## src/rtl/rgb_pattern_sequencer.sv

```systemverilog
`default_nettype none
// ============================================================================
// Module   : rgb_pattern_sequencer
// Brief    : Frame-synchronous 8-colour test-pattern selector. It auto-advances
//            through the palette and accepts manual requests. Optional macro
//            RGB_SEQ_SKIP_BLACK_EN removes black from auto-advance.
// Revision : 1.0 - initial release
// ============================================================================
module rgb_pattern_sequencer #(
  parameter int HOLD_FRAMES = 60,
  parameter int VSYNC_POL   = 0
) (
  input  logic        i_clk,
  input  logic        i_rst_n,
  input  logic        i_vsync,
  input  logic        i_auto_en,
  input  logic        i_req_valid,
  input  logic [2:0]  i_req_sel,
  output logic        o_req_ready,
  output logic        o_frame_start,
  output logic [2:0]  o_pattern_sel,
  output logic [23:0] o_color
);

  localparam logic        c_VS_ACTIVE = 1'(VSYNC_POL);
  localparam logic [11:0] c_HOLD_LAST = 12'(HOLD_FRAMES - 1);

  typedef enum logic [1:0] {
    IDLE = 2'd0,
    AUTO = 2'd1,
    PEND = 2'd2
  } mode_t;

  logic        r_vs_prev;
  logic        r_pending;
  logic [2:0]  r_pend_sel;
  logic [11:0] r_cnt;
  logic [2:0]  r_sel;
  logic [23:0] r_color;
  logic        r_frame_start;

  logic        w_vs_active;
  logic        w_boundary;
  logic        w_accept;
  logic [2:0]  w_auto_next;
  mode_t       w_mode;

  function automatic logic [23:0] f_palette(input logic [2:0] idx);
    case (idx)
      3'd0:    f_palette = 24'hFF0000;
      3'd1:    f_palette = 24'hFF7F00;
      3'd2:    f_palette = 24'hFFFF00;
      3'd3:    f_palette = 24'h00FF00;
      3'd4:    f_palette = 24'h0000FF;
      3'd5:    f_palette = 24'h4B0082;
      3'd6:    f_palette = 24'h9400D3;
      default: f_palette = 24'h000000;
    endcase
  endfunction

  assign w_vs_active = (i_vsync == c_VS_ACTIVE);
  assign w_boundary  = w_vs_active && !r_vs_prev;
  assign w_accept    = i_req_valid && !r_pending;

  always_comb begin
    w_auto_next = r_sel + 3'd1;
`ifdef RGB_SEQ_SKIP_BLACK_EN
    if (r_sel == 3'd6) begin
      w_auto_next = 3'd0;
    end
`endif
  end

  always_comb begin
    w_mode = IDLE;
    if (r_pending) begin
      w_mode = PEND;
    end else if (i_auto_en) begin
      w_mode = AUTO;
    end
  end

  // Reset loads r_vs_prev as "active" so a vsync already asserted at release is not a boundary.
  always_ff @(posedge i_clk or negedge i_rst_n) begin
    if (!i_rst_n) begin
      r_vs_prev     <= 1'b1;
      r_pending     <= 1'b0;
      r_pend_sel    <= 3'd0;
      r_cnt         <= 12'd0;
      r_sel         <= 3'd0;
      r_color       <= 24'hFF0000;
      r_frame_start <= 1'b0;
    end else begin
      r_vs_prev     <= w_vs_active;
      r_frame_start <= w_boundary;

      // Acceptance only when nothing is pending, so it never collides with the PEND clear.
      if (w_accept) begin
        r_pending  <= 1'b1;
        r_pend_sel <= i_req_sel;
      end

      if (w_boundary) begin
        case (w_mode)
          PEND: begin
            r_sel     <= r_pend_sel;
            r_color   <= f_palette(r_pend_sel);
            r_cnt     <= 12'd0;
            r_pending <= 1'b0;
          end
          AUTO: begin
            if (r_cnt == c_HOLD_LAST) begin
              r_sel   <= w_auto_next;
              r_color <= f_palette(w_auto_next);
              r_cnt   <= 12'd0;
            end else begin
              r_cnt <= r_cnt + 12'd1;
            end
          end
          default: r_cnt <= 12'd0;
        endcase
      end else if (!i_auto_en) begin
        r_cnt <= 12'd0;
      end
    end
  end

  assign o_req_ready   = !r_pending;
  assign o_frame_start = r_frame_start;
  assign o_pattern_sel = r_sel;
  assign o_color       = r_color;

endmodule
`default_nettype wire

```

## config.mk

```make
export PLATFORM = sky130hd
export DESIGN_NAME = rgb_pattern_sequencer
export DESIGN_NICKNAME = d
export VERILOG_FILES = /design/src/rtl/rgb_pattern_sequencer.sv
export SDC_FILE = /design/constraint.sdc
export NUM_CORES = 1
export LEC_CHECK = 0
export ABC_AREA = 1
export BUFFER_PORTS_ARGS = -buffer_cell sky130_fd_sc_hd__buf_2
export CORE_AREA = 2 2 64 90
export DETAILED_ROUTE_END_ITERATION = 6
export DIE_AREA = 0 0 66 92
export PLACE_DENSITY = 0.65
export SYNTH_ARGS = -nofsm -noshare
export SYNTH_HDL_FRONTEND = slang
export SYNTH_SLANG_ARGS = --single-unit
```

## constraint.sdc

```tcl
create_clock -name i_clk -period 1.2 [get_ports i_clk]
set_input_delay 0.06 -clock i_clk [delete_from_list [all_inputs] [get_ports i_clk]]
set_output_delay 0.06 -clock i_clk [all_outputs]
set_load 0.01 [all_outputs]
```

## After elaboration in Yosys (flattened, before gate mapping)

Cells that the tools add are included.
W data, S select, Z words.

| word-level totals | value |
|---|---|
| bits in registers | 45 |
| input port bits | 8 |
| output and inout bits | 29 |
| logic and storage cells | 50 |

| operators by class | value |
|---|---|
| add/sub/neg operators | 2 |
| equality and inequality tests | 17 |
| mux-type cells | 15 |
| bitwise gates (word level) | 1 |
| reductions and logical operators | 8 |

Operators by type and width:

| operator | count |
|---|---|
| $pmux W24 S7 | 2 |
| $mux W12 | 4 |
| $pmux W24 S2 | 1 |
| $mux W24 | 1 |
| $eq A3 B3 Y1 const B | 6 |
| $add A12 B1 Y12 const B | 1 |
| $eq A12 B6 Y1 const B | 1 |
| $eq A3 B2 Y1 const B | 4 |
| $eq A3 B1 Y1 const B | 2 |
| $logic_not A3 Y1 | 2 |
| $pmux W3 S2 | 1 |
| $mux W1 | 4 |
| $add A3 B1 Y3 const B | 1 |
| $mux W3 | 1 |
| $reduce_and A3 Y1 | 1 |
| $eq A2 B1 Y1 const B | 1 |
| $eq A2 B2 Y1 const B | 1 |
| $logic_and A1 B1 Y1 | 2 |
| $logic_not A1 Y1 | 2 |
| $mux W2 | 1 |
| $ne A2 B1 Y1 const B | 1 |
| $ne A2 B2 Y1 const B | 1 |
| $reduce_bool A2 Y1 | 1 |
| $not A1 Y1 | 1 |

## Logic depth before layout (Yosys ltp)

| depth | value |
|---|---|
| word-level depth | 5 |
| mapped depth | 10 |
| mapped depth without buffers | 9 |

## Least setup slack after synthesis

OpenSTA, ideal clock, no wires.

| timing path | value |
|---|---|
| path kind | flip-flop to flip-flop |
| from | register r_sel[1] (netlist: o_pattern_sel[1]) |
| to | register r_color[14] (netlist: o_color[14]) |
| setup time | 0.117 ns |
| arrival | 1.186 ns |
| required time | 1.083 ns |
| slack | -0.103 ns |
| stages on the path, launching flop included | 9 |
| buffers on the path | 0 |
| period minus slack after synthesis | 1.303 ns |
| cell sequence | dfrtp_1 -> inv_1 -> ha_1 -> nor2_1 -> nand2_1 -> nand3_1 -> o21ai_0 -> nand3_1 -> nand2_1 |

| between the ends | value |
|---|---|
| longest elaborated chain between the ends | 5 |
| elaborated cells between the ends (all ways) | 11 |
| those cells by class | 1 x add/sub; 6 x eq/ne; 3 x mux; 1 x reduce/logical |

RTL lines:

| item | RTL line | RTL |
|---|---|---|
| start: declaration | 38 | `logic [2:0] r_sel;` |
| start signal: assignment | 106 | `r_sel <= r_pend_sel;` |
| start signal: assignment | 113 | `r_sel <= w_auto_next;` |
| $add A3 B1 Y3 (*) | 66 | `w_auto_next = r_sel + 3'd1;` |
| $eq A3 B3 Y1 (tied with other cells) | 49 | `case (idx)` |
| $pmux W24 S7 (*) | 49 |  |
| $mux W24 (*) | 112 | `if (r_cnt == c_HOLD_LAST) begin` |
| $pmux W24 S2 (*) | 104 | `case (w_mode)` |
| end signal: assignment | 107 | `r_color <= f_palette(r_pend_sel);` |
| end signal: assignment | 114 | `r_color <= f_palette(w_auto_next);` |
| end: declaration | 39 | `logic [23:0] r_color;` |

Every way passes the cells marked *; elsewhere a longest branch is shown, timed or not. The select of a mux whose other input is x is not followed.
A chain may end at the register's enable or synchronous reset.

## Worst setup path in the final report

| timing path | value |
|---|---|
| from | register r_cnt[0] |
| to | register r_cnt[9] |

| between the ends | value |
|---|---|
| longest elaborated chain between the ends | 4 |
| elaborated cells between the ends (all ways) | 5 |
| those cells by class | 1 x add/sub; 1 x eq/ne; 3 x mux |

RTL lines:

| item | RTL line | RTL |
|---|---|---|
| start: declaration | 37 | `logic [11:0] r_cnt;` |
| start signal: assignment | 117 | `r_cnt <= r_cnt + 12'd1;` |
| $add A12 B1 Y12 / $eq A12 B6 Y1 (equally long branches) | 117, 112 |  |
| $mux W12 (*) | 112 |  |
| $mux W12 (*) | 104 |  |
| $mux W12 (*) | 103 | `if (w_boundary) begin` |

Every way passes the cells marked *; elsewhere a longest branch is shown, timed or not.

==> impl_metrics.yaml <==
placement:
  post-dp-hpwl_um: 3250
  gp_congestion: 0.909
  io_buffers: 36
route:
  dr.pass1.iters: 4
  first_iter_violations: 51
  drt-total-wl_um: 4320
  route.detailed.drc: 0
  via_count: 1751
  avgViaCountPerCell: 4.71
  antenna_left: 0
  wl_per_cell_um: 11.6
sta:
  slew_viol_final: 0
  finalSetupViolations: 23
  finClkSkew_ns: 0.00756
  slew-limit-headroom: 0.729
  rsz0062_at_grt: "yes"
  min_period_over_period: 1.10
  setup_slack_ns: -0.126
  period_needed_ns: 1.33
  hold-worst-slack_ns: 0.0227
  fmax_mhz: 754
  finalHoldViolations: 0
  tightest_slew_ns: 0.406
critical_path:
  worst-setup-path-type: "flip-flop to flip-flop"
  crit_path_end: "r_cnt[9]"
  critPathSlowestCell: "dfrtp_1"
  cpPeakStageDelay_ns: 0.41
  end_kind: "flip-flop"
  cp_cell_sequence: "buf_6, nand2_2, nor2_4, nand2_2, nor2_4, nand2_1, nand2_1, nand2_1, nor2_2"
  r2r_end: "r_cnt[9]"
  r2r_start: "r_cnt[0]"
  crit_required_ns: 1.41
  worstPathArrival_ns: 1.54
  startpoint: "r_cnt[0]"
  crit_top_cell: "nand2_1"
  r2r.worst_path.cells: 9
  start_kind: "flip-flop"
  reg2reg_slack_ns: -0.13
  crit_fanout: 3
floorplan:
  dieArea_mm2: 0.00607
  dieHeight_um: 92
  io-pin-count: 37
  rows: 32
  die_x_um: 66
  start_util: 0.330
  coreArea_mm2: 0.00537
global_route:
  grt.total_usage: 0.157
  grt_pass1_vias: 1758
  grt_max_degree: 18
  grt_pass1_wl_um: 7340
  antenna_found_initial: 0
  gr-total-overflow: 0
power_and_ir_drop:
  p_leak_nw: 1.26
  p_per_area_mw_per_mm2: 1790
  max-vdd-ir-drop_mv: 0.772
yosys:
  syn_area_mm2: 0.00177
  synth_cell_types: 23
  yosys_register_bits: 29
  syn_nets: 254
  yosysSeqAreaShare: 0.413
  postSynthAreaPerCell_um2: 7.37
  synthCells: 240
  synth-warning-count: 0
clock_network:
  clk_path_buf_depth: 2
  h-tree-depth: 2
  cts.sink_count: 29
  tritoncts: "yes"
  cts_buffers: 5
  clkLatencyLatePin_ns: 0.28
  root_buffer: "clkbuf_8"
  path_clk_slew_ns: 0.07
status:
  status: "complete, but fails checks"
  violations: "negative setup slack"
job:
  maxCapViolations: 0
min_path:
  hp-class: "input port to flip-flop"
finish:
  area_delta_synth_final_pct: 41.6
  drive_gt1_frac: 0.444
  final_nets: 317
  final_core_util: 0.467
  num_antenna_cells: 0
[synth_stat cells]
cell type,number,area (um2)
o21ai_0,11,55.1
o22ai_1,2,12.5
nand2_1,70,263
buf_4,17,128
xor2_1,3,26.3
a21oi_1,5,25.0
nand2_2,3,18.8
nor2_2,1,6.26
inv_2,5,18.8
dfrtp_1,25,626
inv_1,20,75.1
nor2_8,1,20.0
nand3b_1,1,7.51
nand4_1,2,12.5
ha_1,6,75.1
xnor2_1,2,17.5
clkinv_1,1,3.75
nor2_1,29,109
nor3_1,3,15.0
dfstp_2,4,105
buf_2,2,10.0
nand3_1,25,125
o211ai_1,2,15.0
[placed cells by master (no fill, tap or decap), types with 2 or more instances in the layout]
cell / Yosys / final
a21oi_1: 5 / 5
buf_2: 2 / 35
buf_4: 17 / 29
buf_6: 0 / 8
clkbuf_8: 0 / 5
clkinv_2: 0 / 2
dfrtp_1: 25 / 22
dfrtp_2: 0 / 3
dfstp_2: 4 / 4
dlygate4sd3_1: 0 / 2
ha_1: 6 / 2
ha_4: 0 / 3
inv_1: 20 / 18
inv_2: 5 / 6
nand2_1: 70 / 55
nand2_2: 3 / 16
nand2_4: 0 / 2
nand3_1: 25 / 21
nand3_2: 0 / 4
nand4_1: 2 / 2
nor2_1: 29 / 18
nor2_2: 1 / 7
nor2_4: 0 / 5
nor3_1: 3 / 3
o211ai_1: 2 / 2
o21ai_0: 11 / 7
o21ai_1: 0 / 3
o22ai_1: 2 / 2
xor2_1: 3 / 3
[worst min-delay path by stage]
stage | from | endpoint | slack (ns) | cells after the start
global route | i_req_sel[0] | r_pend_sel[0] | 0.04 | 3
floorplan | i_rst_n | o_color[14] | -0.24 | 0
global placement | i_rst_n | o_pattern_sel[2] | 0.01 | 1
CTS | i_req_sel[0] | r_pend_sel[0] | 0.02 | 3
detailed placement | i_rst_n | o_pattern_sel[2] | 0.02 | 1
finish | i_req_sel[0] | r_pend_sel[0] | 0.02 | 3
[timing repair]
action,in CTS,in global routing
setup buffers,4,2
endpoints found under the hold margin,14,0
hold buffers,2,0
setup endpoints to repair,21,24
pin swaps,4,8
gates resized for setup,31,31
[report_power, final]
group	leakage (nW)	switching, W	internal, W	total, W
combinational	0.854	0.00117	0.00100	0.00218
clock	0.0450	0.000372	0.000401	0.000773
sequential	0.365	0.000278	0.00125	0.00153
total	1.26	0.00182	0.00265	0.00448
[sequential cells by signal, indices dropped and copies added (netlist names)]
signal         cells
r_cnt             12
o_color            8
o_pattern_sel      3
r_pend_sel         3
o_frame_start      1
r_pending          1
r_vs_prev          1
[routing by layer]
| metal | track usage | share of wire | vias up |
|---|---|---|---|
| li1 | - | - | 867 |
| met1 | 0.163 | 0.38 | 814 |
| met2 | 0.280 | 0.54 | 57 |
| met3 | 0.0393 | 0.051 | 13 |
| met4 | 0.0833 | 0.031 | 0 |
| met5 | 0 | 0 | - |
[final cells by class]
| class | count | area, um2 |
|---|---|---|
| Tap cell | 68 | 85.1 |
| Timing Repair Buffer | 75 | 523 |
| Multi-Input combinational cell | 166 | 975 |
| Sequential cell | 29 | 734 |
| Inverter | 26 | 105 |
| Fill cell | 534 | 2860 |
| Clock buffer | 6 | 72.6 |
| Clock inverter | 2 | 10.0 |
[stage by stage]
stage	cell area, um2	power (W)	setup WS (ns)	setup TNS [ns]	cells
finish	2500	0.00448	-0.126	-2.06	372
global route	2500	0.00482	-0.234	-4.49	372
detailed placement	2150	0.00334	-0.198	-2.45	356
global placement	2150	0.00331	-0.169	-1.80	356
CTS	2380	0.00435	-0.110	-1.84	370
floorplan	1790	0.00282	-0.0504	-0.451	240
[cell families after synthesis]
logic type               synth area share
AND/OR/NAND/NOR                     0.326
flip-flops                          0.413
AO/OA/AOI/OAI                      0.0608
adder cells (fa/ha/maj)            0.0424
XOR/XNOR                           0.0248
buffers and inverters               0.133
[worst max-delay path, delay by kind of cell (launching register included)]
family / cells / cell delay, ns
buffers and inverters: 1 / 0.12
DFF: 1 / 0.41
and+or+nand+nor: 8 / 0.71
Power figures use the tool's default switching activity.
